$ cat config.mk
export PLATFORM = sky130hd
export DESIGN_NAME = hazard_controller
export DESIGN_NICKNAME = d
export VERILOG_FILES = /design/src/rtl/hazard_pkg.sv /design/src/rtl/forward_unit.sv /design/src/rtl/hazard_controller.sv
export SDC_FILE = /design/constraint.sdc
export NUM_CORES = 1
export LEC_CHECK = 0
export ABC_CLOCK_PERIOD_IN_PS = 4050
export BUFFER_PORTS_ARGS = -buffer_cell sky130_fd_sc_hd__buf_2
export CAP_MARGIN = 20
export CORE_UTILIZATION = 50
export CTS_CLUSTER_SIZE = 25
export DETAILED_ROUTE_END_ITERATION = 16
export PLACE_DENSITY = 0.84
export SLEW_MARGIN = 5
export SYNTH_ARGS = -nofsm -noshare
export SYNTH_HDL_FRONTEND = slang
export SYNTH_SLANG_ARGS = --single-unit
$ cat constraint.sdc
create_clock -name clk -period 4.05 [get_ports clk]
set_input_delay 0.81 -clock clk [delete_from_list [all_inputs] [get_ports clk]]
set_output_delay 0.81 -clock clk [all_outputs]
set_load 0.05 [all_outputs]
$ cat src/rtl/hazard_pkg.sv
// Shared types and helpers for the pipeline hazard controller.
package hazard_pkg;

    typedef enum logic [1:0] {
        FWD_NONE = 2'b00,
        FWD_W    = 2'b01,
        FWD_M    = 2'b10
    } forward_sel_t;

    typedef enum logic {
        StIdle,
        StWait
    } mem_state_t;

    localparam logic [1:0] RESULT_SRC_LOAD = 2'b01;

    // x0 is hardwired to zero, so it can never create a dependency.
    function automatic logic reg_match(input logic [4:0] rs, input logic [4:0] rd);
        return (rd != 5'd0) && (rd == rs);
    endfunction

endpackage

$ cat src/rtl/forward_unit.sv
// ALU operand bypass select for a single execute-stage source register.
module forward_unit
    import hazard_pkg::*;
(
    input  logic         en_i,
    input  logic [4:0]   rs_i,
    input  logic [4:0]   rd_m_i,
    input  logic         reg_write_m_i,
    input  logic [4:0]   rd_w_i,
    input  logic         reg_write_w_i,
    output forward_sel_t fwd_o
);

    always_comb begin
        fwd_o = FWD_NONE;
        if (en_i) begin
            // Memory stage holds the younger result, so it wins over writeback.
            if (reg_write_m_i && reg_match(rs_i, rd_m_i)) begin
                fwd_o = FWD_M;
            end else if (reg_write_w_i && reg_match(rs_i, rd_w_i)) begin
                fwd_o = FWD_W;
            end
        end
    end

endmodule

$ cat src/rtl/hazard_controller.sv
// Pipeline hazard controller: load-use/branch handling, forwarding, DMEM wait FSM.
// Define HAZARD_FORWARDING_EN to enable bypassing; otherwise RAW hazards stall.
module hazard_controller
    import hazard_pkg::*;
#(
    parameter int unsigned MEM_TIMEOUT = 16,
    parameter int unsigned CNT_WIDTH   = 32
) (
    input  logic                 clk,
    input  logic                 rst,
    input  logic [4:0]           Rs1D,
    input  logic [4:0]           Rs2D,
    input  logic [4:0]           Rs1E,
    input  logic [4:0]           Rs2E,
    input  logic [4:0]           RdE,
    input  logic [4:0]           RdM,
    input  logic [4:0]           RdW,
    input  logic                 RegWriteE,
    input  logic                 RegWriteM,
    input  logic                 RegWriteW,
    input  logic [1:0]           ResultSrcE,
    input  logic                 PCSrcE,
    input  logic                 MemReadM,
    input  logic                 MemWriteM,
    input  logic                 DmemReadyM,
    output logic                 StallF,
    output logic                 StallD,
    output logic                 StallE,
    output logic                 StallM,
    output logic                 FlushD,
    output logic                 FlushE,
    output logic                 FlushW,
    output logic [1:0]           ForwardAE,
    output logic [1:0]           ForwardBE,
    output logic                 MemErr,
    output logic [CNT_WIDTH-1:0] StallCount
);

    localparam int unsigned WaitW = (MEM_TIMEOUT > 2) ? $clog2(MEM_TIMEOUT) : 1;
    localparam logic [WaitW-1:0] WaitLast = WaitW'(MEM_TIMEOUT - 1);

    mem_state_t           state_q, state_d;
    logic [WaitW-1:0]     wait_cnt_q, wait_cnt_d;
    logic                 mem_err_q, mem_err_d;
    logic [CNT_WIDTH-1:0] stall_cnt_q, stall_cnt_d;

    logic         mem_access, timeout, freeze, load_use, raw_stall, fwd_en;
    logic         stall_f, stall_d, stall_e, stall_m, flush_d, flush_e, flush_w;
    forward_sel_t fwd_a, fwd_b;

    assign mem_access = MemReadM | MemWriteM;
    assign timeout    = (state_q == StWait) & ~DmemReadyM & (wait_cnt_q == WaitLast);
    assign freeze     = ((state_q == StIdle) & mem_access & ~DmemReadyM) |
                        ((state_q == StWait) & ~DmemReadyM & ~timeout);
    assign load_use   = (ResultSrcE == RESULT_SRC_LOAD) &
                        (reg_match(Rs1D, RdE) | reg_match(Rs2D, RdE));

`ifdef HAZARD_FORWARDING_EN
    assign fwd_en    = 1'b1;
    assign raw_stall = 1'b0;
`else
    // Without bypassing, any in-flight E/M writer of a decode source must stall;
    // the register file is write-first, so the W stage is already visible.
    assign fwd_en    = 1'b0;
    assign raw_stall = (RegWriteE & (reg_match(Rs1D, RdE) | reg_match(Rs2D, RdE))) |
                       (RegWriteM & (reg_match(Rs1D, RdM) | reg_match(Rs2D, RdM)));
`endif

    forward_unit u_fwd_a (
        .en_i          (fwd_en),
        .rs_i          (Rs1E),
        .rd_m_i        (RdM),
        .reg_write_m_i (RegWriteM),
        .rd_w_i        (RdW),
        .reg_write_w_i (RegWriteW),
        .fwd_o         (fwd_a)
    );

    forward_unit u_fwd_b (
        .en_i          (fwd_en),
        .rs_i          (Rs2E),
        .rd_m_i        (RdM),
        .reg_write_m_i (RegWriteM),
        .rd_w_i        (RdW),
        .reg_write_w_i (RegWriteW),
        .fwd_o         (fwd_b)
    );

    always_ff @(posedge clk) begin
        if (rst) begin
            state_q     <= StIdle;
            wait_cnt_q  <= '0;
            mem_err_q   <= 1'b0;
            stall_cnt_q <= '0;
        end else begin
            state_q     <= state_d;
            wait_cnt_q  <= wait_cnt_d;
            mem_err_q   <= mem_err_d;
            stall_cnt_q <= stall_cnt_d;
        end
    end

    always_comb begin
        state_d    = state_q;
        wait_cnt_d = wait_cnt_q;
        mem_err_d  = mem_err_q;
        case (state_q)
            StIdle: begin
                if (mem_access && !DmemReadyM) begin
                    state_d    = StWait;
                    wait_cnt_d = '0;
                end
            end
            StWait: begin
                if (DmemReadyM) begin
                    state_d = StIdle;
                end else if (timeout) begin
                    state_d   = StIdle;
                    mem_err_d = 1'b1;
                end else begin
                    wait_cnt_d = wait_cnt_q + 1'b1;
                end
            end
            default: state_d = StIdle;
        endcase
        stall_cnt_d = (stall_f && (stall_cnt_q != '1)) ? stall_cnt_q + 1'b1 : stall_cnt_q;
    end

    // Priority: memory freeze, then branch redirect, then data hazard stall.
    always_comb begin
        stall_f = 1'b0;
        stall_d = 1'b0;
        stall_e = 1'b0;
        stall_m = 1'b0;
        flush_d = 1'b0;
        flush_e = 1'b0;
        flush_w = 1'b0;
        if (freeze) begin
            stall_f = 1'b1;
            stall_d = 1'b1;
            stall_e = 1'b1;
            stall_m = 1'b1;
            flush_w = 1'b1;
        end else if (PCSrcE) begin
            flush_d = 1'b1;
            flush_e = 1'b1;
        end else if (load_use || raw_stall) begin
            stall_f = 1'b1;
            stall_d = 1'b1;
            flush_e = 1'b1;
        end
    end

    assign StallF     = stall_f;
    assign StallD     = stall_d;
    assign StallE     = stall_e;
    assign StallM     = stall_m;
    assign FlushD     = flush_d;
    assign FlushE     = flush_e;
    assign FlushW     = flush_w;
    assign ForwardAE  = fwd_a;
    assign ForwardBE  = fwd_b;
    assign MemErr     = mem_err_q;
    assign StallCount = stall_cnt_q;

endmodule

==> results.md <==
* Top cells by area, synth: dfxtp_1 (33%), xor2_1 (7.9%), a21oi_1 (5.8%)
* Layout filler cell count at 398
* P&R area growth vs syn at 15.4%
* Post-route ant nets at 0
* Die Ht at 70.4 um
* Post-synth EDFFs at 0
* H-tree Lvls at 2
* Worst r2r path cells at 7
* Async set or reset register ratio after synthesis at 0%
* Synthesized instance count at 285
* Pwr/cell area at 282 nW/um^2
* Clock slew seen by the registers of the worst setup and hold paths at 60 ps
* Worst Tran Pin Value at 708 ps
* Count leader, synth: dfxtp_1
* Clk_lat worst skew at 290 ps
* Reg2reg setup slack at 1460 ps
* Critical Path AT at 2240 ps
* Fmax at 0.328 GHz
* Row cnt at 24
* Layout cells sized above 1 at 25.4%
* Post-Synthesis Cell Area at 2340 um^2
* Top-area cell type share of the netlist area at 32.5%
* RSZ-0062 raised after global routing: no
* Clock Skews at 8.59 ps
* Post-Route WL at 5300 um
* Synthesized area per cell at 8.20 um^2
* Period minus WS final at 3050 ps
* Max IR drop VDD at 138 uV
* DRC viols at 0
* Endpoint class of the critical path: output port
* Final Power at 0.760 mW
* Cts bufs inserted at 5
* ANT cells at 0
* CTS Root Cell: clkbuf_8
* Worst setup SP type: input pin
* CTS Hold Bufs at 0
* Initial antenna violation count at 0
* DR vias at 2,308
* Ys flop type: dfxtp_1
* Most frequent CP cell: buf_2
* Min-delay src: MemErr
* Hold EP: MemErr
* WS Path Type: input pin to output port
* Sequential cell area at 761 um^2
* Synth Area in Compound Gates at 15.9%
* CTS sink cnt at 38
* # resized after CTS at 0
* Setup bufs post-CTS at 0
* CTS max path bufs at 2
* Crit Path Max Fanout at 3
* Nets@finish at 392
* Vias in the first global route at 2,125
* Core ar. at 4410 um^2
* Crit path cell chain: buf_2, or4_1, o22ai_1, or2_1, o221a_4, inv_1, buf_2
* Mux contribution to synthesized area at 2.84%
* Max-cap viol count at 0
* Slew Limit Headroom at 52.8%
* Worst hold-check path type: register to register
* Critical-path top delay cell: or4_1
* Post-synth top cells: dfxtp_1 (38), a21oi_1 (27), nor2_1 (23)
* Post-synth top area cell: dfxtp_1
* First-pass GRT wire length at 8770 um
* Cell leakage power at 1.10 nW
* Synth Area in XOR/XNOR at 8.24%
* Sequential area share after synthesis at 32.5%
* Die area at 4950 um^2
* First-pass DRT Iterations at 4
* Die X at 70.4 um
* # IOs at 90
* Half-perimeter wire length after placement at 3780 um
* Yosys reg bits at 38
* Worst slack at placement at 989 ps
* Largest net degree at the start of global routing at 60
* Period utilization at 75.2%
* Worst Hold Depth at 2
* Starting DRC count in detailed routing at 192
* Distinct cells, synth at 45
* IO buf count at 69
* All-Layer GR Usage at 21.5%
* Initial Util at 52.9%
* Overflow after GRT at 0
* Worst Path Buf+Inv at 3
* CTS tree: built
* Final setup violation count at 0
* CP top delay family: simple AND/OR/NAND/NOR gates
* Worst r2r dst: StallCount[31]
* Slowest cell delay on critical path at 530 ps
* Simple-Gate Fraction of Synth Area at 32.1%
* Detailed-route vias per instance at 5.84
* PnR worst setup slack at 1000 ps
* WL per Instance at 13.4 um
* Yosys warns at 0
* Multi-input gate area at 1420 um^2
* Reg2reg start: StallCount[1]
* Max Slew Vio Count at 0
* Outcome: finished clean
* TNS Setup at 0 ps
* Req. time, crit path at 3240 ps
* Largest family of logic cells by synthesized area: simple AND/OR/NAND/NOR gates
* Final Hold Fails at 0
* Adder-cell share of the synthesized area at 1.07%
* RD Place Congestion at 0.766
stage by stage:
stage                     instance area, um^2  util, %  std cells  hold slack [ps]
after detailed placement                 2620     59.2        389              458
after floorplan                          2350        -        288              449
after global routing                     2700     61.1        395              501
after CTS                                2700     61.1        395              474
final                                    2700     61.1        395              465
after global placement                   2620     59.2        389              455
kinds of logic (layout without fill, tap and decap cells):
group,Yosys count,after routing
and+or+nand+nor,128,128
AOI/OAI and AO/OA,63,63
DFF,38,38
buffers and inverters,25,80
xor gates and xnor gates,22,22
muxes,6,6
adders and majority gates,2,2
other,1,4
routing by layer:
layer	track usage, %	part of all wire, %	routed length (um)	vias to the layer above
met5	0	0	0	-
met4	8.22	0.91	48	0
met3	4.47	6.0	318	4
met2	37.5	50	2660	88
met1	25.6	43	2280	1060
li1	-	-	-	1156
flip-flops by register name, indices dropped and copies added (netlist names):
name	count
MemErr	1
StallCount	32
state_q	1
wait_cnt_q	4
where the power goes:
part	total, mW	switching (mW)	leakage, nW	internal [mW]
logic	0.122	0.0854	0.754	0.0369
registers	0.380	0.00354	0.307	0.377
clock network	0.258	0.126	0.0431	0.131
area by class of cell:
cell class / instances / area share, %
multi-input cells: 225 / 52.7
flip-flops and latches: 38 / 28.2
well taps: 52 / 2.41
inverters: 4 / 0.557
clock buffers: 6 / 3.06
repair buffers: 70 / 13.1
worst max-delay path by stage:
| stage | from | endpoint | slack [ps] | depth (start not counted) |
|---|---|---|---|---|
| final | RdE[1] | StallD | 1000 | 7 |
| after global routing | RdE[1] | StallF | 940 | 7 |
| after CTS | RdE[1] | StallF | 990 | 7 |
| after detailed placement | RdE[1] | StallF | 990 | 7 |
| after global placement | RdE[1] | StallF | 1010 | 7 |
| after floorplan | RdE[1] | StallF | 750 | 7 |
tightest hold or removal path: cells and delay by family (launching register included):
family | cells | cell delay, ps
flops | 1 | 320
simple gates | 2 | 110
layout by cell type, fill, tap and decap left out, types with 15 or more instances in the layout:
| master | netlist | layout |
|---|---|---|
| buf_2 | 3 | 69 |
| dfxtp_1 | 38 | 38 |
| a21oi_1 | 27 | 27 |
| nor2_1 | 23 | 23 |
| xor2_1 | 21 | 21 |
| nand2_1 | 16 | 16 |
| o21ai_0 | 16 | 16 |
| or3_1 | 16 | 16 |
| nand4_1 | 15 | 15 |
(Power assumes the default switching activity.)
